## src/rtl/pwm_duty_ctrl.sv

```systemverilog
// pwm_duty_ctrl
//   Turns two raw push-buttons into the duty value that the PWM counter compares
//   against. Each button is synchronised (2 flops), debounced, and edge-detected.
//   A clean press steps a target duty up or down by STEP, saturating at 0 and MAX.
//   The target is copied to oDuty only on an iPeriodEnd pulse, so a running PWM
//   period is never cut short.
//
// Ports
//   iClk        in   system clock, rising edge
//   iRst_n      in   asynchronous active-low reset
//   iBtnUp      in   raw async button, 1 = pressed
//   iBtnDown    in   raw async button, 1 = pressed
//   iPeriodEnd  in   1-cycle pulse when the PWM count wraps to 0
//   oDuty       out  applied duty 0..MAX
//   oUpdate     out  1-cycle pulse on the cycle oDuty takes a new value
//   oAtMax      out  oDuty == MAX
//   oAtMin      out  oDuty == 0
module pwm_duty_ctrl #(
    parameter int DEB_CYCLES = 50000,
    parameter int CW         = 16,
    parameter int STEP       = 25,
    parameter int MAX        = 100,
    parameter int INIT       = 0
) (
    input  logic       iClk,
    input  logic       iRst_n,
    input  logic       iBtnUp,
    input  logic       iBtnDown,
    input  logic       iPeriodEnd,
    output logic [6:0] oDuty,
    output logic       oUpdate,
    output logic       oAtMax,
    output logic       oAtMin
);

    localparam logic [CW-1:0] DEB_LAST = CW'(DEB_CYCLES - 1);
    localparam logic [6:0]    MAX_W    = 7'(MAX);
    localparam logic [6:0]    STEP_W   = 7'(STEP);
    localparam logic [6:0]    INIT_W   = 7'(INIT);

    // Bit 0 = up button, bit 1 = down button
    logic [1:0]    raw;
    logic [1:0]    sync1;
    logic [1:0]    sync2;
    logic [1:0]    deb;
    logic [1:0]    deb_q;
    logic [CW-1:0] cnt [2];

    logic [1:0]    press;
    logic          up_ev;
    logic          dn_ev;

    logic [6:0]    target;
    logic [6:0]    target_nxt;
    logic [6:0]    duty;
    logic          upd;

    assign raw = {iBtnDown, iBtnUp};

    always_ff @(posedge iClk or negedge iRst_n) begin
        if (!iRst_n) begin
            sync1 <= '0;
            sync2 <= '0;
            deb   <= '0;
            deb_q <= '0;
            for (int unsigned i = 0; i < 2; i++) begin
                cnt[i] <= '0;
            end
        end else begin
            sync1 <= raw;
            sync2 <= sync1;
            deb_q <= deb;
            for (int unsigned i = 0; i < 2; i++) begin
                // Any sample agreeing with the accepted level restarts the run,
                // so only DEB_CYCLES consecutive mismatches flip the level.
                if (sync2[i] == deb[i]) begin
                    cnt[i] <= '0;
                end else if (cnt[i] == DEB_LAST) begin
                    deb[i] <= ~deb[i];
                    cnt[i] <= '0;
                end else begin
                    cnt[i] <= cnt[i] + 1'b1;
                end
            end
        end
    end

    assign press = deb & ~deb_q;
    assign up_ev = press[0] & ~press[1];
    assign dn_ev = press[1] & ~press[0];

    // Saturation tests are done in int so target + STEP can never wrap 7 bits.
    always_comb begin
        target_nxt = target;
        if (up_ev) begin
            target_nxt = (MAX - int'(target) < STEP) ? MAX_W : target + STEP_W;
        end else if (dn_ev) begin
            target_nxt = (int'(target) < STEP) ? 7'd0 : target - STEP_W;
        end
    end

    always_ff @(posedge iClk or negedge iRst_n) begin
        if (!iRst_n) begin
            target <= INIT_W;
            duty   <= INIT_W;
            upd    <= 1'b0;
        end else begin
            target <= target_nxt;
            // Uses the registered target, so a press landing on the boundary
            // cycle waits for the next boundary.
            if (iPeriodEnd && (target != duty)) begin
                duty <= target;
                upd  <= 1'b1;
            end else begin
                upd  <= 1'b0;
            end
        end
    end

    assign oDuty   = duty;
    assign oUpdate = upd;
    assign oAtMax  = (duty == MAX_W);
    assign oAtMin  = (duty == 7'd0);

endmodule

```

## config.mk

```make
export PLATFORM = sky130hd
export DESIGN_NAME = pwm_duty_ctrl
export DESIGN_NICKNAME = d
export VERILOG_FILES = /design/src/rtl/pwm_duty_ctrl.sv
export SDC_FILE = /design/constraint.sdc
export NUM_CORES = 1
export LEC_CHECK = 0
export BUFFER_PORTS_ARGS = -buffer_cell sky130_fd_sc_hd__buf_2
export CAP_MARGIN = 20
export CELL_PAD_IN_SITES_DETAIL_PLACEMENT = 0
export CELL_PAD_IN_SITES_GLOBAL_PLACEMENT = 1
export CORE_UTILIZATION = 40
export CTS_BUF_LIST = sky130_fd_sc_hd__clkbuf_4 sky130_fd_sc_hd__clkbuf_8
export CTS_CLUSTER_DIAMETER = 200
export DETAILED_ROUTE_END_ITERATION = 16
export GPL_TIMING_DRIVEN = 1
export PLACE_DENSITY = 0.79
export RECOVER_POWER = 25
export SLEW_MARGIN = 10
export SYNTH_ARGS = -nofsm -noshare
export SYNTH_HDL_FRONTEND = slang
export SYNTH_SLANG_ARGS = --single-unit
```

## constraint.sdc

```tcl
create_clock -name iClk -period 2.2 [get_ports iClk]
set_input_delay 0.11 -clock iClk [delete_from_list [all_inputs] [get_ports iClk]]
set_output_delay 0.11 -clock iClk [all_outputs]
set_load 0.02 [all_outputs]
```

* Yosys cells after proc, flatten, opt, wreduce, memory -nomap -nowiden
Cells that the tools add are included.
** Cells by class
- Mux-type cells :: 9
- Multiply operators :: 0
- Shift-type cells :: 0
- Equal/unequal tests :: 6
- Div/mod/pow operators :: 0
- Magnitude comparators :: 2
- Add/sub/neg operators :: 5
- Bitwise gates (word level) :: 10
- Reduce and logical (&&, ||, !) cells :: 5
** Operators by type and width (number)
- two-way mux 16 bit :: 4
- adder 16 x 1 -> 16 bit (second input constant) :: 2
- equality test 16 bit (second input constant) :: 2
- two-way mux 7 bit :: 4
- less-than comparator 8 x 6 -> 1 bit (second input constant) :: 1
- subtractor 7 x 7 -> 8 bit (first input constant) :: 1
- adder 7 x 5 -> 7 bit (second input constant) :: 1
- equality test 7 bit (second input constant) :: 1
- logical NOT 7 bit :: 1
- less-than comparator 7 x 5 -> 1 bit (second input constant) :: 1
- != test 7 bit :: 1
- subtractor 7 x 5 -> 7 bit (second input constant) :: 1
- NOT 1 bit :: 6
- AND reduction 2 bit :: 2
- bitwise AND 1 bit :: 2
- bitwise AND 2 bit :: 1
- equality test 1 bit :: 2
- NOT 2 bit :: 1
- nonzero test 2 bit :: 1
- logical AND 1 bit :: 1
- two-way mux 1 bit :: 1
** Storage, ports and cells
- RAM bits :: 0
- Flip-flop bits (word level) :: 55
- Memories kept :: 0
- Memory bits (read-only) :: 0
- Bits in latches :: 0
- Output and inout port bits :: 10

* Depth between registers and ports, before layout
- Word-level depth :: 6
- Depth in mapped cells :: 8
- Mapped depth without buffers :: 7

* Least setup slack after synthesis
Ideal clock, no wire load.
- Path type :: register to register
- Start point :: reg target[0]
- End point :: reg target[0]
- Setup time :: 0.121 ns
- Clock period less this slack :: 1.880 ns
- Slack :: 0.320 ns
- Stages on the path, launching flop included :: 9
- Path buffers :: 1
- Arrival time :: 1.759 ns
- Path through :: dfrtp_1 buf_2 inv_1 ha_1 nor4b_1 and4b_1 a21o_1 o221ai_1 a22o_1
** Between the ends
- Longest elaborated chain between the ends :: 4
- Elaborated cells on any way between the ends :: 9
- Those cells by class :: add/sub (3); order compare (2); mux (4)
** RTL lines
- from (decl) :: line 53 : logic [6:0] target;
- from (signal assigned) :: line 108 : target <= target_nxt;
- subtractor 7 x 7 -> 8 bit (tied with other cells) :: line 96 : target_nxt = (MAX - int'(target) < STEP) ? MAX_W : target + STEP_W;
- less-than comparator 8 x 6 -> 1 bit or two-way mux 7 bit (tied branches) :: line 96, 98
- two-way mux 7 bit, on equally long branches :: line 96, 97
- two-way mux 7 bit * :: line 95 : if (up_ev) begin
Every way passes the cells marked *; elsewhere a longest branch is shown, timed or not. The select of a mux whose other input is x is not followed.
A chain may end at the register's enable or synchronous reset.

* Worst setup path in the final report
- Start point :: reg target[1]
- End point :: reg target[2]
The elaborated chain is that of the path after synthesis.

==> reports/qor.csv <==
metric,value,unit
status,"complete, no violations",
Final min period,1.97,ns
Wirelength per Cell,13.3,µm
Core ar.,6870,µm²
Synth Flop Type,dfrtp_1,
vias per inst,5.24,
Final Wtd Congestion,0.812,
register area share after synthesis,48.0,%
fraction of layout cells with a size suffix above 1,13.8,%
pwr dens,593,nW/µm²
overall power,1.91,mW
actual slew at the worst max-slew pin,1.31,ns
number of global-route vias before repair,1982,
post-route ant nets,0,
Worst slew margin,12.7,%
Post-Route Utilization,46.8,%
hold path start,iPeriodEnd,
DP Wirelength,3720,µm
Post-synth EDFFs,0,
initial antenna violation count,0,
Yosys reg bits,55,
yosys warns,0,
Std-Cell Rows,30,
Post-Syn Nets,297,
die height,86.7,µm
Nets,314,
Hold WS,0.120,ns
share of the synthesized area in the top cell type,48.0,%
FF-to-FF Start,target[1]$_DFFE_PN0P_,
initial DRC count,150,
Final Skew,0.00760,ns
CP Launch Type,register,
first-pass GRT wire length,9400,µm
antenna diode count,0,
Layout area overhead,12.3,%
Clock H-tree levels,2,
Initial Utilization,41.7,%
GRT Overall Usage,15.7,%
"Cell Count, Final, Fillers Out",400,
placed insts,389,
CTS buffer count,5,
Critical Path Source,target[1]$_DFFE_PN0P_,
setup tns final,0,ns
Clock Path Buffers,2,
Fin. Hold Viols,0,
routed wire length,5330,µm
Filler Cells Inserted,652,
DR pass1 iterations,4,
WP data required,2.38,ns
cell count after synthesis,286,
Root Buffer,clkbuf_8,
asr flop ratio synth,100,%
CP max FO,7,
CTS Sinks,55,
Post-Syn Area,2870,µm²
Yosys top cell by area,dfrtp_1,
min-delay worst type,in -> reg,
fmax,507,MHz
setup violators final,0,
CTS tree,built,
final worst-path cycle share,89.6,%
Die Wd,86.7,µm
clk slew on worst S/H paths,0.10,ns
Skew-Pair Late Insertion Delay,0.31,ns
Slew Limit Fails,0,
"Distinct cells, synth",52,
mean post-synth cell area,10.0,µm²
Crit path arrival time,2.15,ns
CP Capture Type,register,
largest net degree at the start of global routing,34,
"IR drop worst, VDD",325,µV
port bufs,14,
"top cells by area, synth","dfrtp_1 (48%), xor2_1 (6.7%), nor2_1 (6.2%)",
"commonest non-fill, non-tap cells in the layout","dfrtp_1 (55), nor2_1 (47), xor2_1 (22), nand2_1 (20), xnor2_1 (14)",
residual DRC count,0,
Pleak,1.50,nW
total global routing overflow,0,
RSZ-0062 raised after global routing,false,
"most common cell after layout, fill and taps aside",dfrtp_1,
total of max-cap violations,0,
via count,2094,
type of the worst setup path,reg -> reg,
Die ar.,7510,µm²
io pins,15,
## what timing repair did
action / in CTS / in global routing
hold buffers: 3 / 0
endpoints found under the hold margin: 24 / 0
setup buffers: 0 / 0
gates resized for setup: 0 / 0
## cells in the mapped netlist (2+ instances only)
cell type  number
a21oi_1        10
a22oi_1         2
and2_1          3
and3_1          6
and3_2          2
and4_1          5
buf_2           4
clkbuf_1        7
dfrtp_1        55
ha_1            6
inv_1           6
mux2_2          8
mux2i_1         2
nand2_1        20
nand2b_1        3
nand3_1         7
nand4_1         9
nor2_1         47
nor3_1          4
nor4_1          2
nor4b_1         3
o211ai_1        3
o21ai_0         7
o221ai_1        2
or3_1           2
xnor2_1        14
xor2_1         22
## metrics by stage
| step | worst slack, ns | area (µm²) |
|---|---|---|
| finish | 0.228 | 3220 |
| global route | 0.0480 | 3220 |
| CTS | 0.223 | 3220 |
| detailed placement | 0.241 | 3050 |
| global placement | 0.292 | 3050 |
| floorplan | 0.320 | 2870 |
## per-layer routing
| metal | wire, µm | track usage (%) | part of all wire (%) |
|---|---|---|---|
| met1 | 2760 | 22.9 | 52 |
| met2 | 2310 | 24.2 | 43 |
| met3 | 200 | 3.14 | 3.8 |
| met4 | 53 | 3.64 | 0.99 |
| met5 | 0 | 0 | 0 |
## logic make-up (layout without fill, tap and decap cells)
kind of cell / after synthesis / count (layout) / synth area share (%)
XOR/XNOR: 36 / 36 / 11.0
AND/OR/NAND/NOR: 122 / 122 / 22.0
buffers and inverters: 18 / 36 / 2.79
flip-flops: 55 / 55 / 48.0
multiplexers: 11 / 11 / 4.36
AO/OA/AOI/OAI: 38 / 38 / 9.17
adder cells (fa/ha/maj): 6 / 6 / 2.62
## power by group
part / switching [mW] / total [mW] / internal, mW
sequential: 0.00975 / 1.03 / 1.02
clock: 0.353 / 0.815 / 0.462
combinational: 0.0386 / 0.0598 / 0.0212
total: 0.401 / 1.91 / 1.51
## registers in the layout, indices dropped and copies added, names as in the netlist
name,count
oDuty,7
sync1,2
target,7
deb_q,2
oUpdate,1
cnt,32
deb,2
sync2,2
## worst paths after layout
kind	endpoint	slack, ns	cells after the start
max	target[2]$_DFFE_PN0P_	0.23	6
min	oUpdate$_DFF_PN0_	0.12	2
max reg2reg	target[2]$_DFFE_PN0P_	0.23	6
min reg2reg	sync2[0]$_DFF_PN0_	0.36	0
max in group asynchronous	cnt[19]$_DFF_PN0_	0.81	3
min in group asynchronous	target[1]$_DFFE_PN0P_	0.60	2
## final cells by class
cell class	instances	area, µm²	share of cell area, %
Clock inverter	3	71.3	2.22
Tap cell	96	120	3.73
Clock buffer	5	68.8	2.14
Sequential cell	55	1380	42.8
Inverter	6	22.5	0.700
Timing Repair Buffer	22	149	4.63
Multi-Input combinational cell	213	1410	43.8
## worst max-delay path, cell delays in order (launching register included)
cell and delay [ns]:
dfrtp_1 0.39, buf_4 0.17, o311a_1 0.41, o31ai_2 0.39, o221ai_1 0.20, a21oi_1 0.20
a22oi_1 0.09
Note: power is estimated with default switching activity, not from simulation.
